**config.mk**
```make
export PLATFORM = sky130hd
export DESIGN_NAME = qam16_modulator
export DESIGN_NICKNAME = d
export VERILOG_FILES = /design/src/rtl/qam16_pkg.sv /design/src/rtl/qam16_gray_map.sv /design/src/rtl/qam16_modulator.sv
export SDC_FILE = /design/constraint.sdc
export NUM_CORES = 1
export LEC_CHECK = 0
export CAP_MARGIN = 10
export CORE_MARGIN = 2
export CORE_UTILIZATION = 40
export CTS_CLUSTER_SIZE = 40
export DETAILED_ROUTE_END_ITERATION = 12
export PLACE_DENSITY = 0.71
export SETUP_SLACK_MARGIN = 0.15
export SYNTH_ARGS = -nofsm -noshare
export SYNTH_HDL_FRONTEND = slang
export SYNTH_HIERARCHICAL = 1
export SYNTH_SLANG_ARGS = --single-unit
```
**constraint.sdc**
```tcl
create_clock -name clk -period 4.2 [get_ports clk]
set_input_delay 0.42 -clock clk [delete_from_list [all_inputs] [get_ports clk]]
set_output_delay 0.42 -clock clk [all_outputs]
set_load 0.02 [all_outputs]
```
**src/rtl/qam16_pkg.sv**
```systemverilog
// Shared definitions for the QAM16 transmit modulator: constellation levels,
// control states and the Gray-code level mapping.
package qam16_pkg;

  localparam logic signed [2:0] LVL_M3 = 3'sb101;
  localparam logic signed [2:0] LVL_M1 = 3'sb111;
  localparam logic signed [2:0] LVL_P1 = 3'sb001;
  localparam logic signed [2:0] LVL_P3 = 3'sb011;

  typedef enum logic {
    IDLE = 1'b0,
    RUN  = 1'b1
  } state_t;

  // Adjacent levels differ in one bit so a one-level slicer error costs one bit.
  function automatic logic signed [2:0] gray_map(input logic [1:0] bits);
    logic signed [2:0] lvl;
    case (bits)
      2'b00:   lvl = LVL_M3;
      2'b01:   lvl = LVL_M1;
      2'b11:   lvl = LVL_P1;
      2'b10:   lvl = LVL_P3;
      default: lvl = LVL_M3;
    endcase
    return lvl;
  endfunction

endpackage

```
**src/rtl/qam16_gray_map.sv**
```systemverilog
// Maps one 2-bit Gray-coded symbol half onto a signed constellation level.
module qam16_gray_map
  import qam16_pkg::*;
(
  input  logic              [1:0] bits,
  output logic signed       [2:0] level
);

  // Pure lookup; no state.
  always_comb begin
    level = gray_map(bits);
  end

endmodule

```
**src/rtl/qam16_modulator.sv**
```systemverilog
// QAM16 transmit modulator: accepts 4-bit symbols, holds each for SPS carrier
// samples and emits the passband sample I*cos - Q*sin two clken cycles later.
module qam16_modulator
  import qam16_pkg::*;
#(
  parameter int SPS   = 8,
  parameter int CW    = 10,
  parameter int OUT_W = CW + 4
) (
  input  logic                    clk,
  input  logic                    reset_n,
  input  logic                    clken,
  input  logic              [3:0] sym_data,
  input  logic                    sym_valid,
  output logic                    sym_ready,
  input  logic signed    [CW-1:0] carrier_sin,
  input  logic signed    [CW-1:0] carrier_cos,
  input  logic                    carrier_valid,
  output logic signed [OUT_W-1:0] mod_out,
  output logic                    mod_valid,
  output logic                    sym_strobe,
  output logic                    sym_underrun
);

  localparam int CNT_W = (SPS > 1) ? $clog2(SPS) : 1;
  localparam int PW    = CW + 3;
  localparam logic [CNT_W-1:0] CNT_LAST = CNT_W'(SPS - 1);
  localparam logic [CNT_W-1:0] CNT_ONE  = CNT_W'(1);

  state_t                    state_r;
  logic          [CNT_W-1:0] cnt_r;
  logic                [3:0] sym_reg_r;
  logic                      underrun_r;
  logic signed      [PW-1:0] pi_r;
  logic signed      [PW-1:0] pq_r;
  logic                      v1_r;
  logic                      f1_r;
  logic signed   [OUT_W-1:0] mod_out_r;
  logic                      mod_valid_r;
  logic                      sym_strobe_r;

  logic signed         [2:0] i_lvl_s;
  logic signed         [2:0] q_lvl_s;
  logic signed      [PW-1:0] i_ext_s;
  logic signed      [PW-1:0] q_ext_s;
  logic signed      [PW-1:0] cos_ext_s;
  logic signed      [PW-1:0] sin_ext_s;
  logic signed   [OUT_W-1:0] diff_s;
  logic                      last_s;
  logic                      ready_s;
  logic                      xfer_s;

  qam16_gray_map u_map_i (
    .bits  (sym_reg_r[3:2]),
    .level (i_lvl_s)
  );

  qam16_gray_map u_map_q (
    .bits  (sym_reg_r[1:0]),
    .level (q_lvl_s)
  );

  // Handshake decode and operand sign extension for the mixer.
  always_comb begin
    last_s    = (cnt_r == CNT_LAST);
    ready_s   = 1'b0;
    if (state_r == IDLE) begin
      ready_s = clken;
    end else begin
      ready_s = clken & carrier_valid & last_s;
    end
    xfer_s    = sym_valid & ready_s;
    i_ext_s   = {{(PW - 3){i_lvl_s[2]}}, i_lvl_s};
    q_ext_s   = {{(PW - 3){q_lvl_s[2]}}, q_lvl_s};
    cos_ext_s = {{(PW - CW){carrier_cos[CW-1]}}, carrier_cos};
    sin_ext_s = {{(PW - CW){carrier_sin[CW-1]}}, carrier_sin};
    diff_s    = {{(OUT_W - PW){pi_r[PW-1]}}, pi_r} - {{(OUT_W - PW){pq_r[PW-1]}}, pq_r};
  end

  // Symbol acceptance, per-symbol sample counting and underrun detection.
  always_ff @(posedge clk) begin
    if (!reset_n) begin
      state_r    <= IDLE;
      cnt_r      <= '0;
      sym_reg_r  <= 4'b0000;
      underrun_r <= 1'b0;
    end else if (clken) begin
      underrun_r <= 1'b0;
      case (state_r)
        IDLE: begin
          if (xfer_s) begin
            sym_reg_r <= sym_data;
            cnt_r     <= '0;
            state_r   <= RUN;
          end
        end
        RUN: begin
          if (carrier_valid) begin
            if (last_s) begin
              // A waiting symbol continues the burst without a gap.
              if (xfer_s) begin
                sym_reg_r <= sym_data;
                cnt_r     <= '0;
              end else begin
                state_r    <= IDLE;
                cnt_r      <= '0;
                underrun_r <= 1'b1;
              end
            end else begin
              cnt_r <= cnt_r + CNT_ONE;
            end
          end
        end
        default: begin
          state_r <= IDLE;
          cnt_r   <= '0;
        end
      endcase
    end
  end

  // Two-stage mixer pipeline: products, then difference with valid/strobe.
  always_ff @(posedge clk) begin
    if (!reset_n) begin
      pi_r         <= '0;
      pq_r         <= '0;
      v1_r         <= 1'b0;
      f1_r         <= 1'b0;
      mod_out_r    <= '0;
      mod_valid_r  <= 1'b0;
      sym_strobe_r <= 1'b0;
    end else if (clken) begin
      pi_r         <= i_ext_s * cos_ext_s;
      pq_r         <= q_ext_s * sin_ext_s;
      v1_r         <= carrier_valid & (state_r == RUN);
      f1_r         <= (cnt_r == '0);
      mod_out_r    <= diff_s;
      mod_valid_r  <= v1_r;
      sym_strobe_r <= v1_r & f1_r;
    end
  end

  assign sym_ready    = ready_s;
  assign mod_out      = mod_out_r;
  assign mod_valid    = mod_valid_r;
  assign sym_strobe   = sym_strobe_r;
  assign sym_underrun = underrun_r;

endmodule

```
==> metrics.cfg <==
[outcome]
outcome=finished, final reports clean

[clock_network]
cts_root_buffer=clkbuf_16
cts_tree=built
cts.sinks=53
cts_buffer_depth=2
path_clk_slew_ps=70
cts_setup_buffers=0
numCtsBuffers=5
insertion_delay_ps=290
cts_max_level=2
holdBufCountCts=0
cts_resized=0

[routing]
dr.pass1.iters=4
routedWlPerCell_um=13.6
dr_total_vias=3908
antenna_left=0
routed_wl_um=9790
via_per_inst=5.43
initialDrtViolationCount=184
drc=0

[finish]
syn2layout_area_growth_pct=16.8
multiInputGateArea_um2=3230
n_fill_cell=1083
final_util=0.483
design_area_um2=5290
nets=691
n_antenna_cell=0
drive_gt1_frac=0.0293
regArea_um2=1060

[sta]
fin_crit_sh=0.870
hold_viol=0
finClkSkew_ps=5.14
setup_violations=0
post-route-worst-setup-slack_ps=545
fin_crit_ps=3660
fmaxAchievable_mhz=274
max_slew_margin=0.505
rsz0062_at_grt=false
worstMarginPinSlew_ps=741
drv_slew=0
setup_tns_ps=0

[setup_path]
worstSetupPathType=reg2reg
startpoint=sym_reg_r[0]
cp.required_ps=4430
cpLargestDelayFamily=adder cells
cp_cell_sequence=inv_1 > ha_1 > or2_1 > inv_1 > nor2_1 > fa_1 > ha_1 > ha_1 > a211oi_1 > o21bai_1 > o311a_1 > or3_1 > nand3_1
worstPathArrival_ps=3890
cp_slowest_cell=fa_1
cp_common_cell=ha_1
end_kind=flip-flop
worstReg2RegStart=sym_reg_r[0]
cp_num_buf_inv=2
slowest_delay_ps=490
crit_path_start_kind=flip-flop
crit_fanout=7

[synthesis]
synthFlopType=dfxtp_1
syn_inst=540
synthTopCellsByCount=ha_1 (60), dfxtp_1 (53), a21oi_1 (42)
synth_seq_cells=53
synth.area.top_cells=dfxtp_1 (23%), ha_1 (17%), fa_1 (10%)
synth.most_common_cell=ha_1
yosysTopAreaCell=dfxtp_1
synth_top_area_share=0.235
synth_edf_count=0
synth.avg_cell_area_um2=8.38
syn_nets=652
ys_warn_count=6
ys_types=55
yosysSeqAreaShare=0.235
async_flop_share=0
syn_area_um2=4520

[power_and_ir_drop]
clkPwrFrac=0.232
switching_power_mw=0.778
power_per_cell_area_nw_per_um2=393
ir_drop_mv=0.227
combPwrFrac=0.467
p_int_mw=1.30
p_leak_nw=2.31
p_seq_frac=0.300
swShare=0.375

[global_routing]
grt_overflow=0
grt_pass1_vias=3882
antenna_found_initial=0
grt_start_max_net_pins=41
grt_usage=0.173
grt_pass1_wl_um=17300

[die]
die_x_um=110
core_region_area_um2=10900
die_h_um=110
dieArea_um2=12200
num_rows=38
initial_core_util=0.414
io_pins=47

[worst_hold_path]
min_path_type=reg2reg
hold_path_startpoint=mod_out[12]

[place]
place_ws_ps=566
gp_congestion=0.882
hpwl_um=7720
port_buffers=46
place_area_um2=5110

[run]
cap_violations=0

## path summary, 6_finish.rpt
check                              endpoint  cells after the start  slack (ps)
worst max-delay path               pq_r[12]                     13         540
worst min-delay path            mod_out[12]                      2         460
worst max register to register     pq_r[12]                     13         540
worst min register to register  mod_out[12]                      2         460
## registers in the layout, indices dropped and copies added (netlist names), 3 cells and up
signal / cells
mod_out: 14
cnt_r: 3
pi_r: 13
pq_r: 13
sym_reg_r: 4
## metrics by stage
step | cells | total power, mW | hold WS (ps)
2_1_floorplan | 540 | 1.33 | 425
6_report | 720 | 2.08 | 456
3_3_place_gp | 712 | 1.57 | 441
3_5_place_dp | 712 | 1.60 | 448
4_1_cts | 720 | 2.09 | 460
5_1_grt | 720 | 2.24 | 468
## per-layer routing
metal	vias to the layer above	global-route usage	share of wire
met1	1852	0.225	0.45
li1	1987	-	-
met2	65	0.308	0.50
met5	-	0	0
met3	4	0.0270	0.042
met4	0	0.0268	0.0043
## cells in the final DEF, fill, tap and decap left out, types with 4 or more instances in the layout
cell type        count
nand4_1              6
a211oi_1            12
a21o_1               5
o211ai_1             6
nor3_1              12
o2111ai_1            4
buf_4                4
o21ai_0             19
clkdlybuf4s50_1     46
and3_1               8
nand3_1             22
ha_1                60
nor2b_1             14
nand2b_1             6
a31oi_1              5
o31ai_1              4
fa_1                23
clkbuf_16            5
inv_1               41
dfxtp_1             53
o21a_1               6
a21oi_1             42
nand2_1             38
mux2i_1              9
and2_1              30
or3_1               11
nor2_1              41
## worst register-to-register path, delay by kind of cell, from the launching register on
family | cells | cell delay (ps)
buf+inv | 2 | 260
simple gates | 4 | 840
fa+ha+maj | 4 | 1350
flops | 1 | 360
compound gates | 3 | 800
## power groups by stage
stage | combinational (mW) | sequential (mW) | clock (mW)
6_report | 0.970 | 0.624 | 0.482
3_3_place_gp | 0.939 | 0.634 | 0
3_5_place_dp | 0.962 | 0.636 | 0
4_1_cts | 0.970 | 0.625 | 0.492
5_1_grt | 1.10 | 0.634 | 0.509
2_1_floorplan | 0.670 | 0.664 | 0
## kinds of logic (layout without fill, tap and decap cells)
logic type	after synthesis	in the layout	share of synthesized area
and+or+nand+nor	202	202	0.229
xor gates and xnor gates	6	6	0.0116
AOI/OAI and AO/OA	125	125	0.182
DFF	53	53	0.235
other	2	2	0.00166
muxes	10	10	0.0224
adders and majority gates	83	83	0.268
buffers and inverters	59	99	0.0509
## final cells by class
| cell class | count | area share |
|---|---|---|
| multi-input combinational | 428 | 0.612 |
| sequential | 53 | 0.201 |
| clock buffer | 5 | 0.0237 |
| tap | 140 | 0.0331 |
| clock inverter | 3 | 0.00899 |
| timing repair buffer | 50 | 0.0928 |
| inverter | 41 | 0.0291 |
Note: power is estimated with default switching activity, not from simulation.
